**config.mk**
```make
export PLATFORM = sky130hd
export DESIGN_NAME = contador_relogio
export DESIGN_NICKNAME = d
export VERILOG_FILES = /design/src/rtl/contador_relogio.sv
export SDC_FILE = /design/constraint.sdc
export NUM_CORES = 1
export LEC_CHECK = 0
export CELL_PAD_IN_SITES_DETAIL_PLACEMENT = 0
export CELL_PAD_IN_SITES_GLOBAL_PLACEMENT = 2
export CORE_ASPECT_RATIO = 0.9
export CORE_UTILIZATION = 30
export CTS_CLUSTER_DIAMETER = 150
export DETAILED_ROUTE_END_ITERATION = 7
export GPL_ROUTABILITY_DRIVEN = 0
export PLACE_DENSITY_LB_ADDON = 0.1
export SLEW_MARGIN = 25
export SYNTH_ARGS = -nofsm -noshare
export SYNTH_HDL_FRONTEND = slang
export SYNTH_SLANG_ARGS = --single-unit
export TNS_END_PERCENT = 5
```
**constraint.sdc**
```tcl
create_clock -name clk_100MHz -period 2.3 [get_ports clk_100MHz]
set_input_delay 0.345 -clock clk_100MHz [delete_from_list [all_inputs] [get_ports clk_100MHz]]
set_output_delay 0.345 -clock clk_100MHz [all_outputs]
set_load 0.02 [all_outputs]
```
**src/rtl/contador_relogio.sv**
```systemverilog
// -----------------------------------------------------------------------------
// contador_relogio
// Real-time clock core: divides the system clock down to a 1 Hz tick and
// keeps hours:minutes:seconds. While an external adjust controller holds
// `pause`, time-keeping freezes and a display-blink square wave runs. A
// single-cycle `load` strobe writes a new time, clamping out-of-range fields.
//
// Parameters
//   DIV          system clock cycles per second (even, 4..2^27)
// Ports
//   clk_100MHz   system clock, all state on rising edge
//   rst          synchronous active-high reset
//   pause        hold time-keeping, enable blink generator
//   load         single-cycle strobe: copy *_in into the time registers
//   segundos_in  seconds to load (values >59 load as 59)
//   minutos_in   minutes to load (values >59 load as 59)
//   horas_in     hours to load   (values >23 load as 23)
//   segundos     current seconds 0..59
//   minutos      current minutes 0..59
//   horas        current hours   0..23
//   tick_1hz     one-cycle pulse per elapsed second
//   dia_pulse    one-cycle pulse on 23:59:59 -> 00:00:00
//   blink        square wave of period DIV while paused, else 0
// -----------------------------------------------------------------------------
module contador_relogio #(
    parameter int DIV = 100_000_000
) (
    input  logic       clk_100MHz,
    input  logic       rst,
    input  logic       pause,
    input  logic       load,
    input  logic [5:0] segundos_in,
    input  logic [5:0] minutos_in,
    input  logic [5:0] horas_in,
    output logic [5:0] segundos,
    output logic [5:0] minutos,
    output logic [5:0] horas,
    output logic       tick_1hz,
    output logic       dia_pulse,
    output logic       blink
);

    localparam int            CW   = (DIV > 1) ? $clog2(DIV) : 1;
    localparam logic [CW-1:0] TERM = CW'(DIV - 1);
    localparam logic [CW-1:0] HALF = CW'(DIV / 2);

    logic [CW-1:0] presc_q, presc_d;
    logic [CW-1:0] bcnt_q,  bcnt_d;
    logic [5:0]    seg_q, seg_d;
    logic [5:0]    min_q, min_d;
    logic [5:0]    hor_q, hor_d;
    logic          tick_q, tick_d;
    logic          dia_q,  dia_d;
    logic          blink_q, blink_d;

    // Time-keeping: load has priority over pause, and pause over the tick.
    always_comb begin
        presc_d = presc_q;
        seg_d   = seg_q;
        min_d   = min_q;
        hor_d   = hor_q;
        tick_d  = 1'b0;
        dia_d   = 1'b0;

        if (load) begin
            presc_d = '0;
            seg_d   = (segundos_in > 6'd59) ? 6'd59 : segundos_in;
            min_d   = (minutos_in  > 6'd59) ? 6'd59 : minutos_in;
            hor_d   = (horas_in    > 6'd23) ? 6'd23 : horas_in;
        end else if (pause) begin
            presc_d = '0;
        end else if (presc_q == TERM) begin
            // Terminal count: the tick and the resulting time change appear
            // together on this edge; carries ripple through in one cycle.
            presc_d = '0;
            tick_d  = 1'b1;
            if (seg_q >= 6'd59) begin
                seg_d = 6'd0;
                if (min_q >= 6'd59) begin
                    min_d = 6'd0;
                    if (hor_q >= 6'd23) begin
                        hor_d = 6'd0;
                        dia_d = 1'b1;
                    end else begin
                        hor_d = hor_q + 6'd1;
                    end
                end else begin
                    min_d = min_q + 6'd1;
                end
            end else begin
                seg_d = seg_q + 6'd1;
            end
        end else begin
            presc_d = presc_q + 1'b1;
        end
    end

    // Blink generator: the registered output reflects the count value held
    // before each edge, so the first paused cycle shows count 0 (blink high).
    always_comb begin
        bcnt_d  = '0;
        blink_d = 1'b0;
        if (pause) begin
            blink_d = (bcnt_q < HALF);
            bcnt_d  = (bcnt_q == TERM) ? '0 : bcnt_q + 1'b1;
        end
    end

    always_ff @(posedge clk_100MHz) begin
        if (rst) begin
            presc_q <= '0;
            bcnt_q  <= '0;
            seg_q   <= 6'd0;
            min_q   <= 6'd0;
            hor_q   <= 6'd0;
            tick_q  <= 1'b0;
            dia_q   <= 1'b0;
            blink_q <= 1'b0;
        end else begin
            presc_q <= presc_d;
            bcnt_q  <= bcnt_d;
            seg_q   <= seg_d;
            min_q   <= min_d;
            hor_q   <= hor_d;
            tick_q  <= tick_d;
            dia_q   <= dia_d;
            blink_q <= blink_d;
        end
    end

    assign segundos  = seg_q;
    assign minutos   = min_q;
    assign horas     = hor_q;
    assign tick_1hz  = tick_q;
    assign dia_pulse = dia_q;
    assign blink     = blink_q;

endmodule

```
==> run summary, run 1 <==
- finished with violations — outcome
- setup timing — violated checks
- 11670 µm² — CORE AREA
- 6 — worst-path fanout max
- 3 — H-tree Lvls
- 0.04734 — met3 Resource Use GR
- 0 — post-cts hold buffer count
- 0.2790 — met2 GRT Util
- 75 — number of register bits inferred by synthesis
- 49 — distinct cell type count after synthesis
- sky130_fd_sc_hd__dfxtp_1 — Most used DFF post-synth
- 8.179 µm² — syn avg cell area
- 0 — EDFF count, synth
- -72.08 ps — post-placement setup slack
- 37 — Row Count
- 430.6 MHz — Max Clock Freq
- done — clock tree from TritonCTS
- 2 — Final Setup Violations
- sky130_fd_sc_hd__dfxtp_1, sky130_fd_sc_hd__nor2_1, sky130_fd_sc_hd__xnor2_1 — cell types occupying the most area after synthesis
- 7.319 mm — final HPWL from detailed placement
- sky130_fd_sc_hd__clkbuf_16 — clk root buf
- met2 — Most Crowded Layer GR
- 7.384 ps — setup clock skew after layout
- 0 — number of max-cap violations
- 2 — maximum count of clock buffers along a single path
- sky130_fd_sc_hd__nor2_1, sky130_fd_sc_hd__dfxtp_1, sky130_fd_sc_hd__nand2_1 — Commonest cells post-synth
- -22.40 ps — worst path setup slack after routing
- 28 — maximum number of pins on one net before global-route repair
- sky130_fd_sc_hd__nor2_1 — leading cell type by number of instances after synthesis
- 35.60% — Area growth, synth to finish
- 476 — Synth Net Count
- sky130_fd_sc_hd__dfxtp_1 — post-synthesis cell type with the largest combined area
- 0.5918 — Max-Slew Margin vs Limit
- 0 — number of antenna-violating nets in the routed design
- 43 — boundary pin count
- 0.3148 — effective utilization at floorplan
- 0 — Final Hold Fails
- 2570 ps — worst path required time
- 17.14 mm — wire length of the first global-routing pass
- 610.6 ps — transition time at the pin with the least slew margin
- 0 — final routed DRC violation total
- 0 — grt total ovfl
- flip-flop — Critical Path Source Type
- -28.19 ps — sum of negative setup slack
- 2322 ps — final worst path period need
- 1.010 — final critical-path share of the clock period
- flip-flop to flip-flop — kind of critical path
- 0.4089 — fraction of post-synthesis cell area in the top cell type by area
- 0.001709 µW — leakage power
- 0 — share of flip-flops with an asynchronous set or reset
- 4 — detailed-routing iteration count for the pre-antenna-repair pass
- 0.2259 — fraction of met1 tracks used by global routing
- 4.908 — average via count per standard cell
- 0 — synthesis warning total
- 0.4089 — Seq/Total Area, Yosys
- 340 ps — clock latency on the worst-skew pair
- 2590 ps — endpoint arrival time on the critical path
- 600.1 nW/µm² — PD cells
- 10.28 mm — drt total wl
- flip-flop — Critical Path End Type
- yes — RSZ-0062 raised after global routing
- 0.1547 — share of final-layout standard cells stronger than drive strength 1
- 566 — layout net count
- 0.1737 — global-route total usage across every layer
- 0 — number of antenna violations at the first check in global routing
- 60 ps — clock transition at the registers of the reported paths
- 42 — Port Buf Inserts
- 3355 — vias in the first global route
- 107.0 µm — DIE HEIGHT
- 12690 µm² — die area
- 75 — clk sinks
- 3672 µm² — cell area after synthesis
- 3431 — total number of vias
- 118.6 µm — Die Width
- 0.4269 — final core utilization
- 0.3233 mV — worst voltage drop across the vdd grid
- 9 — CTS buffer count
- 14.70 µm — average wire length per cell after detail routing
- 0 — antenna diode count
- 0 — max-slew violation total from the final report
- 449 — cells after synthesis
- flip-flop to flip-flop — Min-Delay Path Class
- 227 — First DRT Iteration DRCs
==> cells in the final DEF (no fill, tap or decap), types with 11 or more instances in the layout <==
cell type and count:
sky130_fd_sc_hd__xnor2_1 32, sky130_fd_sc_hd__nor2_1 79, sky130_fd_sc_hd__nand4_1 11, sky130_fd_sc_hd__buf_4 49, sky130_fd_sc_hd__nor4_1 11, sky130_fd_sc_hd__inv_1 12
sky130_fd_sc_hd__dfxtp_1 74, sky130_fd_sc_hd__nor3_1 13, sky130_fd_sc_hd__xor2_1 18, sky130_fd_sc_hd__nand2_1 37, sky130_fd_sc_hd__clkdlybuf4s50_1 42, sky130_fd_sc_hd__nand3_1 30
sky130_fd_sc_hd__o21ai_0 20
==> critical path: stages, from the launching register on <==
cell                      delay, ps
sky130_fd_sc_hd__dfxtp_2        320
sky130_fd_sc_hd__or4_4          530
sky130_fd_sc_hd__or4_4          450
sky130_fd_sc_hd__or3b_4         450
sky130_fd_sc_hd__or3_1          350
sky130_fd_sc_hd__a31oi_1        150
==> flip-flops by register name, indices dropped and copies added, names as in the netlist <==
name	flops
bcnt_q	27
segundos	6
dia_pulse	1
tick_1hz	1
horas	6
minutos	6
presc_q	27
blink	1
==> cell families after synthesis <==
family,synth area share
muxes,0.008177
AOI/OAI and AO/OA,0.1128
adders and majority gates,0.01704
xor gates and xnor gates,0.1193
and+or+nand+nor,0.3039
DFF,0.4089
buffers and inverters,0.02998
==> per-stage QoR <==
step           power, µW  instances  hold slack, ps  cell area [µm²]
6_report            2988        699           487.9             4980
5_1_grt             3112        699           529.4             4980
4_1_cts             3036        699           488.1             4949
3_5_place_dp        1629        683           474.3             4638
3_3_place_gp        1630        683           463.9             4638
2_1_floorplan       1488        449           429.7             3672
==> layout make-up <==
| cell class | instances | area, µm² |
|---|---|---|
| sequential | 75 | 1503 |
| tap | 156 | 195.2 |
| timing repair buffer | 94 | 839.6 |
| clock buffer | 9 | 225.2 |
| multi-input combinational | 345 | 2107 |
| inverter | 14 | 52.55 |
| clock inverter | 6 | 57.56 |
| fill | 1179 | 6686 |
==> where the power goes <==
| group | internal (µW) | switching, µW | total [µW] |
|---|---|---|---|
| clock | 826 | 563 | 1390 |
| combinational | 125 | 126 | 251 |
| sequential | 1320 | 26.3 | 1350 |
| total | 2270 | 715 | 2990 |
==> layer usage <==
| metal | vias up | part of all wire |
|---|---|---|
| met4 | 0 | 0.012 |
| met2 | 48 | 0.45 |
| met5 | - | 0 |
| li1 | 1767 | - |
| met1 | 1609 | 0.51 |
| met3 | 7 | 0.032 |
==> what timing repair did <==
item	CTS	global route
pin swaps	1	2
setup buffers	1	0
endpoints found under the setup margin	7	17
gates resized for setup	5	9
endpoints found under the hold margin	0	0
==> path summary, 6_finish.rpt <==
path / startpoint / endpoint / slack (ps) / cells past startpoint
hold / removal: bcnt_q[0] / bcnt_q[0] / 490 / 1
hold reg to reg: bcnt_q[0] / bcnt_q[0] / 490 / 1
setup reg to reg: presc_q[19] / minutos[0] / -20 / 5
setup / recovery: presc_q[19] / minutos[0] / -20 / 5
Power figures use the tool's default switching activity.
==> run 2: changes to the inputs <==
- ABC_AREA: unset -> 1
- CORE_UTILIZATION: 30 -> 28
- SKIP_CTS_REPAIR_TIMING: unset -> 1
==> run 2 against run 1 <==
The run now ends clean. Critical path depth is 6 higher. Clock skew up 1.5 ps. Clock-buffer cell count is 1 higher. Hold slack worse by 44 ps. Non-clock buffer count decreased by 42. Via count is 18% higher. Highest routed layer unchanged. First-iteration DRC count rose by 13%. Utilization down 7.5 points.
==> run summary, run 2 <==
- completed — outcome
- sky130_fd_sc_hd__dfxtp_1 — Most used DFF post-synth
- 4.527 — average via count per standard cell
- 118.7 µm — DIE HEIGHT
- sky130_fd_sc_hd__nand2_1 — most common cell after layout, fill and taps aside
- 22.43% — Area growth, synth to finish
- 6.574 µm² — syn avg cell area
- 0 — antenna diode count
- 672 — Synth Net Count
- 0 — multiplexer fraction of the synthesized cell area
- bcnt_q x27, presc_q x27 — registers with the highest flip-flop counts
- 0 — grt total ovfl
- presc_q[0] — launch point of the worst reg-to-reg path
- flip-flop — Critical Path Source Type
- 0 — number of max-cap violations
- 0.3541 — fraction of post-synthesis cell area in the top cell type by area
- 75 — number of register bits inferred by synthesis
- 29 — maximum number of pins on one net before global-route repair
- done — clock tree from TritonCTS
- 722 — layout net count
- 4 — detailed-routing iteration count for the pre-antenna-repair pass
- 525.0 ps — transition time at the pin with the least slew margin
- 2210 ps — endpoint arrival time on the critical path
- 256 — First DRT Iteration DRCs
- 1620 — fill cell total of the finished layout
- 0.4111 mV — worst voltage drop across the vdd grid
- 0.8399 — final critical-path share of the clock period
- 43 — boundary pin count
- 9.195 mm — final HPWL from detailed placement
- 0.06429 — share of final-layout standard cells stronger than drive strength 1
- 13.09 µm — average wire length per cell after detail routing
- 11.75 mm — drt total wl
- 0 — number of antenna-violating nets in the routed design
- simple AND/OR/NAND/NOR gates — largest family of logic cells by synthesized area
- 8.865 ps — setup clock skew after layout
- flip-flop to flip-flop — Min-Delay Path Class
- bcnt_q[0] — worst min-delay path startpoint
- 131.7 µm — Die Width
- no — RSZ-0062 raised after global routing
- 0.2872 — effective utilization at floorplan
- 42 — Port Buf Inserts
- 11 — depth of the worst register-to-register path
- sky130_fd_sc_hd__nand2_1 — leading cell type by number of instances after synthesis
- flip-flop — Critical Path End Type
- 0 — number of antenna violations at the first check in global routing
- sky130_fd_sc_hd__dfxtp_1, sky130_fd_sc_hd__nand2_1, sky130_fd_sc_hd__nor2_1 — cell types occupying the most area after synthesis
- 0 — final routed DRC violation total
- 4065 — total number of vias
- 9 — CTS buffer count
- flip-flop to flip-flop — kind of critical path
- 15640 µm² — die area
- 0 — Final Setup Violations
- sky130_fd_sc_hd__nand2_1, sky130_fd_sc_hd__nor2_1, sky130_fd_sc_hd__inv_1 — commonest cells after routing, fill and taps aside
- 42 — Row Count
- 0 ps — sum of negative setup slack
- 75 — clk sinks
- 19.71 mm — wire length of the first global-routing pass
- 0 — Final Hold Fails
- 0.001811 µW — leakage power
- 0.3957 — basic-gate share of the synthesized area counting and, or, nand and nor cells
- 350 ps — clock latency on the worst-skew pair
- 0 — EDFF count, synth
- 4240 µm² — cell area after synthesis
- 60 ps — clock transition at the registers of the reported paths
- sky130_fd_sc_hd__dfxtp_1 — post-synthesis cell type with the largest combined area
- 1 — worst hold path stage count
- bcnt_q[0] — Hold EP
- 0.6496 — Max-Slew Margin vs Limit
- 0.1611 — global-route total usage across every layer
- 3 — H-tree Lvls
- 370 ps — minimum setup slack among reg-to-reg paths
- 517.7 MHz — Max Clock Freq
- 0 — synthesis warning total
- 0 — max-slew violation total from the final report
- 0.3541 — Seq/Total Area, Yosys
- 0 — share of flip-flops with an asynchronous set or reset
- 37 — distinct cell type count after synthesis
- 14770 µm² — CORE AREA
- 444.0 ps — worst slack on hold paths
- 0.01475 — adder and majority gate portion of the synthesized area
- sky130_fd_sc_hd__nand2_1, sky130_fd_sc_hd__nor2_1, sky130_fd_sc_hd__inv_1 — Commonest cells post-synth
- 0.08380 — area fraction in compound gates after synthesis
- 3848 — vias in the first global route
- 2 — maximum count of clock buffers along a single path
- 0.05783 — post-synthesis xor/xnor area fraction
- 583.3 nW/µm² — PD cells
- 28 — worst-path fanout max
- 1932 ps — final worst path period need
- 645 — cells after synthesis
- 2580 ps — worst path required time
- minutos[3] — reg-to-reg critical path endpoint
- sky130_fd_sc_hd__clkbuf_16 — clk root buf
==> run 2: cell types whose count changed after synthesis, moves of 7 or more <==
cell	previous run	this run
sky130_fd_sc_hd__a21oi_1	6	39
sky130_fd_sc_hd__inv_1	12	82
sky130_fd_sc_hd__xnor2_1	32	13
sky130_fd_sc_hd__and3_1	10	1
sky130_fd_sc_hd__nor2_1	79	102
sky130_fd_sc_hd__nand2_1	37	151
sky130_fd_sc_hd__buf_2	1	8
sky130_fd_sc_hd__clkbuf_1	14	2
sky130_fd_sc_hd__nand3_1	30	51
sky130_fd_sc_hd__nor3_1	15	29
sky130_fd_sc_hd__nor4_1	12	2
==> run 2: worst max path at each step <==
stage / from / end / slack, ps / cells past startpoint
after floorplan: presc_q[0] / minutos[4] / 610 / 11
after global placement: load / horas[1] / 420 / 9
after detailed placement: presc_q[0] / minutos[3] / 360 / 11
after CTS: presc_q[0] / minutos[3] / 350 / 11
after global routing: segundos[0] / segundos[5] / 150 / 8
final: presc_q[0] / minutos[3] / 370 / 11
==> run 2: worst max-delay path: stages (launching register included) <==
cell and delay [ps]:
sky130_fd_sc_hd__dfxtp_1 350, sky130_fd_sc_hd__ha_1 310, sky130_fd_sc_hd__inv_2 70, sky130_fd_sc_hd__nor2_4 210, sky130_fd_sc_hd__nand2_4 110, sky130_fd_sc_hd__nor2_4 140
sky130_fd_sc_hd__nand3_4 150, sky130_fd_sc_hd__nand2_8 210, sky130_fd_sc_hd__nand2_1 90, sky130_fd_sc_hd__nand2_1 80, sky130_fd_sc_hd__nand2_1 40, sky130_fd_sc_hd__nor2_1 90
==> run 2: per-stage QoR <==
stage | area [µm²] | util | setup WS [ps] | total power, µW | std cells
after floorplan | 4240 | - | 614.7 | 1517 | 645
after global placement | 4897 | 0.3316 | 419.2 | 1630 | 882
after detailed placement | 4897 | 0.3316 | 355.3 | 1629 | 882
after CTS | 5191 | 0.3516 | 354.6 | 3085 | 898
after global routing | 5191 | 0.3516 | 151.9 | 3154 | 898
final | 5191 | 0.3516 | 368.3 | 3028 | 898
==> run 2: logic make-up after synthesis <==
group,Yosys count
AO/OA/AOI/OAI,65
XOR/XNOR,28
AND/OR/NAND/NOR,376
flip-flops,75
adder cells (fa/ha/maj),5
buffers and inverters,96
==> run 2: per-layer routing <==
layer  global-route usage  wire [µm]  up-vias
met1               0.2220       6034     1813
met4              0.05669        157        0
met3              0.03432        540       12
met5                    0          0        -
met2               0.2464       5022       74
li1                     -          -     2166
==> run 2: cell type report <==
cell class | count | area, µm² | area share
Clock buffer | 10 | 229.0 | 0.04411
Clock inverter | 6 | 65.06 | 0.01253
Timing Repair Buffer | 52 | 495.5 | 0.09544
Inverter | 83 | 311.5 | 0.06001
Tap cell | 198 | 247.7 | 0.04772
Sequential cell | 75 | 1501 | 0.2892
Multi-Input combinational cell | 474 | 2341 | 0.4510
==> run 2: power breakdown <==
group	internal [µW]	total [µW]	switching, µW	leakage [µW]
registers	1320	1350	26.5	0.000607
logic	115	251	136	0.00106
clock network	843	1430	588	0.000143
total	2280	3030	751	0.00181
==> run 3: changes to the inputs <==
- clock period: 2.3 -> 1.68 ns (I/O delays scaled with it)
==> run 3 against run 2 <==
Clock skew decreased by 1.4 ps. Hold slack worse by 27 ps. Clock-buffer cell count unchanged. Die area unchanged.
==> run summary, run 3 (synthesis results as in run 2) <==
- output pin — Critical Path End Type
- 0.3848 — final core utilization
- 0.002313 µW — leakage power
- sky130_fd_sc_hd__nand2_1 — most common cell after layout, fill and taps aside
- 42 — Row Count
- 131.7 µm — Die Width
- 0.9647 — final critical-path share of the clock period
- 1621 ps — final worst path period need
- 617.0 MHz — Max Clock Freq
- 42 — Port Buf Inserts
- 12.27 mm — drt total wl
- 33.99% — Area growth, synth to finish
- 771 — layout net count
- 0 — grt total ovfl
- 350 ps — clock latency on the worst-skew pair
- 2 — maximum count of clock buffers along a single path
- 0.491 — clock network fraction of design power
- 7.469 ps — setup clock skew after layout
- 288 — First DRT Iteration DRCs
- 0 — number of antenna-violating nets in the routed design
- 0.2393 — switching portion of total power
- 0.1402 — share of final-layout standard cells stronger than drive strength 1
- 1370 ps — endpoint arrival time on the critical path
- 118.7 µm — DIE HEIGHT
- 4 — detailed-routing iteration count for the pre-antenna-repair pass
- 0.1601 — global-route total usage across every layer
- 0.2872 — effective utilization at floorplan
- 29 — maximum number of pins on one net before global-route repair
- 1503 µm² — Reg area
- 0.7566 — Max-Slew Margin vs Limit
- sky130_fd_sc_hd__nand2_1, sky130_fd_sc_hd__nor2_1, sky130_fd_sc_hd__inv_1 — commonest cells after routing, fill and taps aside
- flip-flop to flip-flop — Min-Delay Path Class
- 12.96 µm — average wire length per cell after detail routing
- 3341 µW — Internal Pwr Total
- 0 — number of max-cap violations
- 630 ps — largest incremental delay on the critical path
- 9 — CTS buffer count
- 4291 — total number of vias
- 773.1 nW/µm² — PD cells
- 1051 µW — total net switching power
- 362.2 ps — transition time at the pin with the least slew margin
- sky130_fd_sc_hd__clkdlybuf4s50_1 — CP max stage cell
- 4392 µW — total power consumption of the routed design
- 19.86 mm — wire length of the first global-routing pass
- 0.5182 mV — worst voltage drop across the vdd grid
- flip-flop — Critical Path Source Type
- 0.04785 ps — post-placement setup slack
- 14770 µm² — CORE AREA
- sky130_fd_sc_hd__clkbuf_16 — clk root buf
- 75 — clk sinks
- buffers and inverters — cell class contributing the biggest share of worst-path delay
- bcnt_q x27, presc_q x27 — registers with the highest flip-flop counts
- 15640 µm² — die area
- 1430 ps — worst path required time
- 0 — Final Setup Violations
- clkdlybuf4s50_1 — Cell Chain, Critical Path
- 4 — worst-path fanout max
- 4.531 — average via count per standard cell
- completed — outcome
- 0.092 — share of total power in combinational logic
- 0.417 — sequential share of power
- 9.388 mm — final HPWL from detailed placement
- 1 — count of buffer and inverter cells on the critical path
- 4066 — vias in the first global route
- 0 — number of antenna violations at the first check in global routing
- 43 — boundary pin count
- 417.4 ps — worst slack on hold paths
- 0 — antenna diode count
- 2405 µm² — multi-input gate area in the final layout
- 1593 — fill cell total of the finished layout
- done — clock tree from TritonCTS
- 59.25 ps — worst path setup slack after routing
- 0 — max-slew violation total from the final report
- flip-flop to output pin — kind of critical path
- 3 — H-tree Lvls
- 0 — Final Hold Fails
- 60 ps — clock transition at the registers of the reported paths
- 0 — final routed DRC violation total
-- run 3: cell count changes in the layout (fill, tap and decap cells not counted), moves of 3 or more --
cell,previous run,this run
sky130_fd_sc_hd__nor2_1,102,99
sky130_fd_sc_hd__dlymetal6s2s_1,0,14
sky130_fd_sc_hd__clkdlybuf4s50_1,42,28
sky130_fd_sc_hd__buf_4,10,55
-- run 3: worst paths after layout --
| kind | depth (start not counted) | slack, ps | end | from |
|---|---|---|---|---|
| max | 1 | 60 | horas[1] | horas[1] |
| min | 1 | 420 | presc_q[0] | presc_q[0] |
| max reg2reg | 7 | 110 | presc_q[22] | presc_q[8] |
| min reg2reg | 1 | 420 | presc_q[0] | presc_q[0] |
-- run 3: power groups by stage --
stage                     Combinational (µW)  Clock, µW  Sequential [µW]
after floorplan                          173          0             1900
after global placement                   398          0             1870
after detailed placement                 395          0             1870
after CTS                                397       2240             1830
after global routing                     441       2300             1840
final                                    404       2160             1830
-- run 3: final cells by class --
class	instances	area share
Tap cell	198	0.04360
Timing Repair Buffer	99	0.1564
Clock buffer	10	0.04206
Clock inverter	6	0.01542
Sequential cell	75	0.2645
Inverter	83	0.05483
Multi-Input combinational cell	476	0.4233
-- run 3: per-stage QoR --
stage	instances	cell area [µm²]	setup TNS, ps
floorplan	645	4243	0
global placement	928	5245	0
detailed placement	928	5245	0
CTS	944	5572	-147.9
global route	947	5682	-2.252
finish	947	5682	0
-- run 3: metal layers --
layer,track usage,vias up,part of all wire
li1,-,2268,-
met3,0.03389,11,0.037
met4,0.05669,0,0.014
met1,0.2208,1950,0.52
met5,0,-,0
met2,0.2447,62,0.42
